**config.mk**
```make
export PLATFORM = sky130hd
export DESIGN_NAME = rng_insert_mc
export DESIGN_NICKNAME = d
export VERILOG_FILES = /design/src/rtl/rng_insert_pkg.sv /design/src/rtl/rng_insert_lane.sv /design/src/rtl/rng_insert_mc.sv
export SDC_FILE = /design/constraint.sdc
export NUM_CORES = 1
export LEC_CHECK = 0
export CAP_MARGIN = 20
export CELL_PAD_IN_SITES_DETAIL_PLACEMENT = 1
export CELL_PAD_IN_SITES_GLOBAL_PLACEMENT = 1
export CORE_MARGIN = 1.5
export CORE_UTILIZATION = 48
export DETAILED_ROUTE_END_ITERATION = 6
export GPL_TIMING_DRIVEN = 0
export PLACE_DENSITY = 0.87
export SYNTH_ARGS = -nofsm -noshare
export SYNTH_HDL_FRONTEND = slang
export SYNTH_SLANG_ARGS = --single-unit
```
**constraint.sdc**
```tcl
create_clock -name iClk -period 7.2 [get_ports iClk]
set_input_delay 1.44 -clock iClk [delete_from_list [all_inputs] [get_ports iClk]]
set_output_delay 1.44 -clock iClk [all_outputs]
set_load 0.05 [all_outputs]
```
**src/rtl/rng_insert_pkg.sv**
```systemverilog
// Shared constants and helpers for the stochastic-bitstream window corrector.
package rng_insert_pkg;

  localparam logic MODE_EXACT  = 1'b0;
  localparam logic MODE_SPREAD = 1'b1;

  // Accumulator must hold W * max(prob) without overflow.
  function automatic int unsigned acc_width(input int unsigned bw, input int unsigned fw);
    return bw + fw;
  endfunction

  // Ones target for one window: floor(prob * 2^winlog2 / 2^fbw).
  function automatic logic [31:0] calc_target(input logic [31:0] prob,
                                              input logic [31:0] winlog2,
                                              input int unsigned fbw);
    return (prob << winlog2) >> fbw;
  endfunction

endpackage

```
**src/rtl/rng_insert_lane.sv**
```systemverilog
// One channel: latched target, ones count, ramp accumulator and output decision.
module rng_insert_lane
  import rng_insert_pkg::*;
#(
  parameter int unsigned BITWIDTH     = 8,
  parameter int unsigned BITWIDTHLOG2 = 3,
  parameter int unsigned FBITWIDTH    = 8,
  parameter int unsigned TOL          = 0
) (
  input  logic                    iClk,
  input  logic                    iRstN,
  input  logic                    iClr,
  input  logic                    iEn,
  input  logic                    iWinStart,
  input  logic                    iLast,
  input  logic                    iMode,
  input  logic [BITWIDTHLOG2-1:0] iWinLog2,
  input  logic [BITWIDTH-1:0]     iRemain,
  input  logic [FBITWIDTH-1:0]    iProb,
  input  logic                    iA,
  output logic                    oOut,
  output logic                    oForced
);

  localparam int unsigned AW = acc_width(BITWIDTH, FBITWIDTH);
  localparam int unsigned CW = BITWIDTH + 2;

  logic [BITWIDTH-1:0]  t_q, t_d, e_q, e_d;
  logic [FBITWIDTH-1:0] prob_q, prob_d;
  logic [AW-1:0]        acc_q, acc_d;
  logic                 out_q, out_d, forced_q, forced_d;

  logic [BITWIDTH-1:0]  t_c;
  logic [FBITWIDTH-1:0] prob_c;
  logic [AW-1:0]        acc_nxt_c;
  logic [CW-1:0]        ideal_c, eb_c;
  logic                 bit_c;

  // Window-start cycle uses the live inputs; later cycles use the latched copy.
  always_comb begin
    t_c       = iWinStart ? BITWIDTH'(calc_target(32'(iProb), 32'(iWinLog2), FBITWIDTH)) : t_q;
    prob_c    = iWinStart ? iProb : prob_q;
    acc_nxt_c = acc_q + AW'(prob_c);
    ideal_c   = CW'(acc_nxt_c >> FBITWIDTH);
    eb_c      = CW'(e_q) + CW'(iA);
    if (e_q == t_c) begin
      bit_c = 1'b0;
    end else if ((t_c - e_q) == iRemain) begin
      bit_c = 1'b1;
    end else if ((iMode == MODE_SPREAD) && (eb_c > (ideal_c + CW'(TOL)))) begin
      bit_c = 1'b0;
    end else if ((iMode == MODE_SPREAD) && ((eb_c + CW'(TOL)) < ideal_c)) begin
      bit_c = 1'b1;
    end else begin
      bit_c = iA;
    end
  end

  always_comb begin
    t_d      = t_q;
    prob_d   = prob_q;
    e_d      = e_q;
    acc_d    = acc_q;
    out_d    = 1'b0;
    forced_d = 1'b0;
    if (iClr) begin
      e_d   = '0;
      acc_d = '0;
    end else if (iEn) begin
      t_d      = t_c;
      prob_d   = prob_c;
      out_d    = bit_c;
      forced_d = bit_c ^ iA;
      if (iLast) begin
        e_d   = '0;
        acc_d = '0;
      end else begin
        e_d   = e_q + BITWIDTH'(bit_c);
        acc_d = acc_nxt_c;
      end
    end
  end

  always_ff @(posedge iClk or negedge iRstN) begin
    if (!iRstN) begin
      t_q      <= '0;
      prob_q   <= '0;
      e_q      <= '0;
      acc_q    <= '0;
      out_q    <= 1'b0;
      forced_q <= 1'b0;
    end else begin
      t_q      <= t_d;
      prob_q   <= prob_d;
      e_q      <= e_d;
      acc_q    <= acc_d;
      out_q    <= out_d;
      forced_q <= forced_d;
    end
  end

  assign oOut    = out_q;
  assign oForced = forced_q;

endmodule

```
**src/rtl/rng_insert_mc.sv**
```systemverilog
// Multi-channel window corrector: shared window counter plus NCH independent lanes.
module rng_insert_mc
  import rng_insert_pkg::*;
#(
  parameter int unsigned NCH          = 4,
  parameter int unsigned BITWIDTH     = 8,
  parameter int unsigned BITWIDTHLOG2 = 3,
  parameter int unsigned FBITWIDTH    = 8,
  parameter int unsigned TOL          = 0
) (
  input  logic                     iClk,
  input  logic                     iRstN,
  input  logic                     iClr,
  input  logic                     iEn,
  input  logic                     iMode,
  input  logic [BITWIDTHLOG2-1:0]  iWinLog2,
  input  logic [NCH*FBITWIDTH-1:0] iProb,
  input  logic [NCH-1:0]           iA,
  output logic [NCH-1:0]           oOut,
  output logic [NCH-1:0]           oForced,
  output logic                     oWinDone
);

  logic [BITWIDTH-1:0] i_q, i_d, w_q, w_d;
  logic                mode_q, mode_d, done_q, done_d;

  logic                win_start_c, last_c, mode_c;
  logic [BITWIDTH-1:0] w_c, remain_c;

  // Window length and mode come from the live inputs only on bit 0.
  always_comb begin
    win_start_c = (i_q == '0);
    w_c         = win_start_c ? (BITWIDTH'(1) << iWinLog2) : w_q;
    mode_c      = win_start_c ? iMode : mode_q;
    last_c      = (i_q == (w_c - BITWIDTH'(1)));
    remain_c    = w_c - i_q;
  end

  always_comb begin
    i_d    = i_q;
    w_d    = w_q;
    mode_d = mode_q;
    done_d = 1'b0;
    if (iClr) begin
      i_d = '0;
    end else if (iEn) begin
      w_d    = w_c;
      mode_d = mode_c;
      i_d    = last_c ? '0 : (i_q + BITWIDTH'(1));
      done_d = last_c;
    end
  end

  always_ff @(posedge iClk or negedge iRstN) begin
    if (!iRstN) begin
      i_q    <= '0;
      w_q    <= '0;
      mode_q <= 1'b0;
      done_q <= 1'b0;
    end else begin
      i_q    <= i_d;
      w_q    <= w_d;
      mode_q <= mode_d;
      done_q <= done_d;
    end
  end

  assign oWinDone = done_q;

  for (genvar g = 0; g < NCH; g++) begin : g_lane
    rng_insert_lane #(
      .BITWIDTH    (BITWIDTH),
      .BITWIDTHLOG2(BITWIDTHLOG2),
      .FBITWIDTH   (FBITWIDTH),
      .TOL         (TOL)
    ) u_lane (
      .iClk     (iClk),
      .iRstN    (iRstN),
      .iClr     (iClr),
      .iEn      (iEn),
      .iWinStart(win_start_c),
      .iLast    (last_c),
      .iMode    (mode_c),
      .iWinLog2 (iWinLog2),
      .iRemain  (remain_c),
      .iProb    (iProb[g*FBITWIDTH +: FBITWIDTH]),
      .iA       (iA[g]),
      .oOut     (oOut[g]),
      .oForced  (oForced[g])
    );
  end

endmodule

```
Word level (Yosys, flattened, before mapping) --
Index checks and enable logic that the tools add are counted.
Operators by class: $add $sub $neg 19, $lt $le $gt $ge 8, equal/unequal tests 9, shift operators 5, muxes and demuxes 71, bitwise operators 5, reductions and logical operators 11
Operator list (number):
- $mux W16 | 12
- $mux W8 | 24
- $eq A8 B8 Y1 | 9
- $add A16 B8 Y16 | 4
- $shl A8 B3 Y16 | 4
- $gt A10 B8 Y1 | 4
- $lt A10 B8 Y1 | 4
- $sub A8 B8 Y8 | 5
- $add A8 B1 Y9 | 4
- $mux W1 | 35
- $add A8 B1 Y8 | 4
- $add A8 B1 Y8 const B | 1
- $logic_and A1 B1 Y1 | 8
- $logic_not A8 Y1 | 1
- $shl A1 B3 Y8 const A | 1
- $sub A8 B1 Y8 const B | 1
- $xor A1 B1 Y1 | 4
- $reduce_and A2 Y1 | 1
- $reduce_bool A2 Y1 | 1
- $not A1 Y1 | 1
Storage, ports and cells: bits in registers 186, input bits 44, output and inout bits 9, logic and storage cells 156

Depth between registers and ports, before layout --
depth after elaboration 13, depth in mapped cells 35, gate-level depth less buffers 32

Modules after synthesis --
A second synthesis with hierarchy kept.
Second synthesis, totals: cell total of the unflattened synthesis 1652, area total of the unflattened synthesis 14794.2 µm²
By module, submodules not included:
- rng_insert_lane at g_lane[0].u_lane ... | times used 2, cells each 354, area an instance 3250.6 µm², sequential area each 1051.0 µm²
- rng_insert_lane at g_lane[3].u_lane | times used 1, cells each 378, area an instance 3349.5 µm², sequential area each 1051.0 µm²
- rng_insert_lane at g_lane[1].u_lane | times used 1, cells each 373, area an instance 3324.4 µm², sequential area each 1051.0 µm²
- rng_insert_mc | times used 1, cells each 193, area an instance 1619.1 µm², sequential area each 450.4 µm²

Worst setup path after synthesis --
No wires, ideal clock.
path type register to register, start register i_q[1], end register g_lane[1].u_lane.e_q[4], setup time 131 ps, arrival time 6359 ps, data required time 7069 ps, path slack 710 ps, stages on the path, launching flop included 35, path buffers 3, clock period less this slack 6490 ps, path through dfrtp_1 > inv_1 > ha_1 > or4b_1 > buf_2 > nor2_2 > clkbuf_1 > buf_1 > nand2_1 > nand2_1 > ha_1 > inv_1 > fa_1 > inv_1 > a21oi_1 > o21bai_1 > a21o_1 > a21o_1 > a311o_1 > nand3_1 > xor2_1 > ha_1 > a21o_1 > a21o_1 > a21oi_1 > nor2_1 > o41ai_1 > and3b_1 > nor3_1 > ha_1 > ha_1 > nand3_1 > a21oi_1 > o22ai_1 > nor2b_1
On the way: longest elaborated chain between the ends 13, elaborated cells between the ends (all ways) 24, classes of those cells 5 x add/sub; 2 x order compare; 3 x eq/ne; 11 x mux; 3 x reduce/logical
RTL lines:
- start: declaration | line rng_insert_mc.sv:24 | logic [BITWIDTH-1:0] i_q, i_d, w_q, w_d;
- start signal: assignment | line rng_insert_mc.sv:61 | i_q <= i_d;
- $logic_not A8 Y1 (*) | line rng_insert_mc.sv:32 | win_start_c = (i_q == '0);
- $mux W8 (*) | line rng_insert_lane.sv:42 | prob_c = iWinStart ? iProb : prob_q;
- net g_lane[1].u_lane.prob_c[0] | line rng_insert_lane.sv:34 | logic [FBITWIDTH-1:0] prob_c;
- $add A16 B8 Y16 (*) | line rng_insert_lane.sv:43 | acc_nxt_c = acc_q + AW'(prob_c);
- $lt A10 B8 Y1 | line rng_insert_lane.sv:52 | end else if ((iMode == MODE_SPREAD) && ((eb_c + CW'(TOL)) < ideal_c)) begin
- $logic_and A1 B1 Y1 | line rng_insert_lane.sv:52
- $mux W1 | line rng_insert_lane.sv:52
- $mux W1 (*) | line rng_insert_lane.sv:50 | end else if ((iMode == MODE_SPREAD) && (eb_c > (ideal_c + CW'(TOL)))) begin
- $mux W1 (*) | line rng_insert_lane.sv:48 | end else if ((t_c - e_q) == iRemain) begin
- $mux W1 (*) | line rng_insert_lane.sv:46 | if (e_q == t_c) begin
- $add A8 B1 Y8 (*) | line rng_insert_lane.sv:78 | e_d = e_q + BITWIDTH'(bit_c);
- $mux W8 (*) | line rng_insert_lane.sv:74 | if (iLast) begin
- $mux W8 (*) | line rng_insert_lane.sv:69 | end else if (iEn) begin
- $mux W8 (*) | line rng_insert_lane.sv:66 | if (iClr) begin
- end signal: assignment | line rng_insert_lane.sv:88 | e_q <= '0;
- end signal: assignment | line rng_insert_lane.sv:95 | e_q <= e_d;
- end: declaration | line rng_insert_lane.sv:28 | logic [BITWIDTH-1:0] t_q, t_d, e_q, e_d;
Mark *: on every way through the listed nets, which the timed path passes. The rest lies on a longest branch. The select of a mux whose other input is x is not followed. A chain may end at the register's enable or synchronous reset.

Final worst setup path --
start input iWinLog2[0], end register g_lane[3].u_lane.e_q[7]
On the way: longest elaborated chain between the ends 10, elaborated cells between the ends (all ways) 16, classes of those cells 4 x add/sub; 3 x eq/ne; 2 x shift; 7 x mux
RTL lines:
- start: declaration | line rng_insert_mc.sv:16 | input logic [BITWIDTHLOG2-1:0] iWinLog2,
- $shl A8 B3 Y16 (*) | line rng_insert_pkg.sv:16 | return (prob << winlog2) >> fbw;
- $mux W8 (*) | line rng_insert_lane.sv:41 | t_c = iWinStart ? BITWIDTH'(calc_target(32'(iProb), 32'(iWinLog2), FBITWIDTH)) : t_q;
- net g_lane[3].u_lane.t_c[1] | line rng_insert_lane.sv:33 | logic [BITWIDTH-1:0] t_c;
- $sub A8 B8 Y8 | line rng_insert_lane.sv:48
- $eq A8 B8 Y1 | line rng_insert_lane.sv:48
- $mux W1 | line rng_insert_lane.sv:48
- $mux W1 (*) | line rng_insert_lane.sv:46
- $add A8 B1 Y8 (*) | line rng_insert_lane.sv:78
- $mux W8 (*) | line rng_insert_lane.sv:74
- $mux W8 (*) | line rng_insert_lane.sv:69
- $mux W8 (*) | line rng_insert_lane.sv:66
- end signal: assignment | line rng_insert_lane.sv:88
- end signal: assignment | line rng_insert_lane.sv:95
- end: declaration | line rng_insert_lane.sv:28
Marks and branches as above.

==> impl_metrics.env <==
export IMPL_antenna_found_initial=2
export IMPL_hp_class="reg2reg"
export IMPL_cp_end_kind="register"
export IMPL_cts_made_buffers=17
export IMPL_ant_nets=0
export IMPL_reg2regPathDepth=30
export IMPL_avgViaCountPerCell=6.27
export IMPL_synth_seq_cells=186
export IMPL_ys_types=72
export IMPL_fin_crit_ns=6.97
export IMPL_post_route_util=0.559
export IMPL_wl_per_cell_um=24.0
export IMPL_grt_pass1_vias=14300
export IMPL_ys_flop_type="dfrtp_1"
export IMPL_gr_total_overflow=0
export IMPL_critPathRequiredTime_ns=7.58
export IMPL_drc=0
export IMPL_stdcell_area_sq_um=16200
export IMPL_cts_hold_buffers=0
export IMPL_synth_simple_gate_area_share=0.191
export IMPL_worstPathMaxFanout=19
export IMPL_crit_arrival_ns=7.35
export IMPL_fp_dieH_um=175
export IMPL_p_leak_uw=0.00731
export IMPL_worst_slew_pin_slew_ns=1.17
export IMPL_start_util=0.493
export IMPL_clkTransAtPathRegs_ns=0.07
export IMPL_core_sq_um=28900
export IMPL_min_period_over_period=0.968
export IMPL_yosys_warnings=0
export IMPL_synth_edf_count=0
export IMPL_wl_met2_um=25100
export IMPL_track_usage=0.341
export IMPL_hold_viol_final=0
export IMPL_die_w_um=175
export IMPL_critical_path_slowest_cell="clkdlybuf4s50_1"
export IMPL_cts_tree="built"
export IMPL_synth_adder_area_share=0.116
export IMPL_pwr_density_cell_nw_per_um2=256
export IMPL_syn_area_sq_um=14300
export IMPL_status="finished, final reports clean"
export IMPL_synthArstFlopShare=1.00
export IMPL_ctsRootBufferMaster="clkbuf_16"
export IMPL_synthMuxAreaShare=0.0602
export IMPL_cap_violations=0
export IMPL_max_stage_delay_ns=0.60
export IMPL_firstDrtPassIters=5
export IMPL_synth_top_family_by_area="simple AND/OR/NAND/NOR gates"
export IMPL_area_growth_pct=13.3
export IMPL_dp_slack_ns=-1.33
export IMPL_layout_drive_gt1_share=0.0918
export IMPL_route_vias_total=13400
export IMPL_io_buffers=51
export IMPL_num_nets_final=1912
export IMPL_rows=62
export IMPL_met3WireLength_um=3390
export IMPL_cts_path_max_buffers=2
export IMPL_finalSetupViolations=0
export IMPL_place_gp_congestion=0.909
export IMPL_clock_sinks=186
export IMPL_path_cells="clkdlybuf4s50_1, clkbuf_4, clkbuf_2, mux2i_1, nand2_1, a32oi_1, o21ai_0, ha_1, nor2b_1, o31ai_1, nand3_1, a2111oi_0, nand4_1, a21oi_1, o22a_2, ha_1, and3_1, nand3_1, or3_1, xor2_1, o21ai_0"
export IMPL_skew_ns=0.0149
export IMPL_slew_viol_final=0
export IMPL_synth_seq_area_share=0.326
export IMPL_critPathLaunchType="input port"
export IMPL_wl_um=51400
export IMPL_min_path_cells=2
export IMPL_fmax_ghz=0.143
export IMPL_pin_count=53
export IMPL_grt_pass1_wl_um=79900
export IMPL_clkLatencyLatePin_ns=0.47
export IMPL_htree_levels=4
export IMPL_fin_tns_setup_ns=0
export IMPL_grt_max_degree=107
export IMPL_synth_compound_area_share=0.165
export IMPL_drtIter0Drc=1124
export IMPL_synth_nets=1831
export IMPL_criticalPathCategory="in2reg"
export IMPL_top_layer="met5"
export IMPL_ir_drop_uv=153
export IMPL_wl_met1_um=20900
export IMPL_die_area_sq_um=30800
export IMPL_dpl_cell_count=2096
export IMPL_syn_instance_count=1660
export IMPL_synth_xor_area_frac=0.0959
export IMPL_post_dp_cell_area_sq_um=15300
export IMPL_setup_ws_ns=0.229
export IMPL_dpl_hpwl_um=37600
export IMPL_slew_headroom=0.205
export IMPL_final_instance_count_excl_fill=2139
export IMPL_syn_area_per_cell_sq_um=8.59
[critical path: cells and delay by family]
kind,cells,cell delay [ns]
adder cells (fa/ha/maj),2,0.56
AO/OA/AOI/OAI,7,2.17
buffers and inverters,3,1.42
AND/OR/NAND/NOR,7,1.29
multiplexers,1,0.29
XOR/XNOR,1,0.16
[timing repair]
| action | 4_1_cts | 5_1_grt |
|---|---|---|
| pin swaps | 3 | 6 |
| hold endpoints to repair | 0 | 0 |
| buffers inserted | 2 | 10 |
| setup endpoints to repair | 53 | 24 |
| gates resized for setup | 25 | 37 |
[synth_stat cells, types with 15 or more instances]
cell type	instances	area (sq um)
a21o_1	29	218
a21oi_1	67	335
a22o_1	19	166
and2_1	15	93.8
and3_1	18	113
clkbuf_1	59	221
dfrtp_1	186	4650
ha_1	118	1480
inv_1	72	270
mux2_2	46	518
mux2i_1	34	340
nand2_1	273	1020
nand2b_1	17	106
nand3_1	64	320
nand4_1	23	144
nor2_1	81	304
nor3_1	21	105
o21ai_0	156	781
o21bai_1	15	113
xnor2_1	91	797
xor2_1	60	526
[cell families after synthesis]
group | after synthesis
DFF | 186
muxes | 80
AOI/OAI and AO/OA | 377
adders and majority gates | 127
buffers and inverters | 155
xor gates and xnor gates | 153
and+or+nand+nor | 582
[final cells by class]
cell class | count | area, sq um
fillers | 3424 | 12800
clock inverters | 13 | 183
clock buffers | 19 | 443
inverters | 72 | 270
well taps | 384 | 480
repair buffers | 64 | 633
multi-input cells | 1319 | 9090
diodes | 1 | 2.50
plain buffers | 81 | 407
flip-flops and latches | 186 | 4660
[power by group]
part | internal [uW] | switching [uW]
Clock | 567 | 486
Combinational | 745 | 1040
Sequential | 1190 | 105
Total | 2510 | 1630
[final timing paths]
path | from | end | slack, ns
max | iWinLog2[0] | g_lane[3].u_lane.e_q[7] | 0.23
max in group asynchronous | iRstN | g_lane[0].u_lane.acc_q[8] | 5.20
min | g_lane[1].u_lane.acc_q[7] | g_lane[1].u_lane.acc_q[7] | 0.49
min reg2reg | g_lane[1].u_lane.acc_q[7] | g_lane[1].u_lane.acc_q[7] | 0.49
min in group asynchronous | iRstN | g_lane[2].u_lane.acc_q[9] | 1.04
max reg2reg | i_q[0] | g_lane[3].u_lane.e_q[7] | 0.25
[stage by stage]
| step | hold slack (ns) | power (uW) |
|---|---|---|
| after floorplan | 0.444 | 2470 |
| after global placement | 0.461 | 2870 |
| after detailed placement | 0.473 | 2970 |
| after CTS | 0.491 | 4060 |
| after global routing | 0.512 | 4340 |
| final | 0.491 | 4130 |
[routing by layer]
metal / track usage / vias to the layer above
li1: - / 5980
met1: 0.419 / 6805
met2: 0.579 / 485
met3: 0.0632 / 149
met4: 0.162 / 2
met5: 0 / -
[flip-flops by register name, summed over array words and instances, names as in the netlist, 4 cells and up]
register	count
g_lane.u_lane.prob_q	32
g_lane.u_lane.oForced	4
w_q	8
g_lane.u_lane.t_q	32
g_lane.u_lane.e_q	32
i_q	8
g_lane.u_lane.oOut	4
g_lane.u_lane.acc_q	64
[layout by cell type (no fill, tap or decap), types with 13 or more instances in the layout]
cell type	netlist	layout
a21o_1	29	29
a21oi_1	67	65
a22o_1	19	19
and2_1	15	15
and3_1	18	18
buf_4	8	21
clkbuf_1	59	49
clkbuf_16	0	17
clkdlybuf4s50_1	0	50
dfrtp_1	186	185
ha_1	118	114
inv_1	72	71
mux2_2	46	46
mux2i_1	34	33
nand2_1	273	273
nand2b_1	17	17
nand3_1	64	64
nand4_1	23	23
nor2_1	81	80
nor2b_1	13	13
nor3_1	21	20
o21ai_0	156	154
o21bai_1	15	13
xnor2_1	91	91
xor2_1	60	58
(Power assumes the default switching activity.)
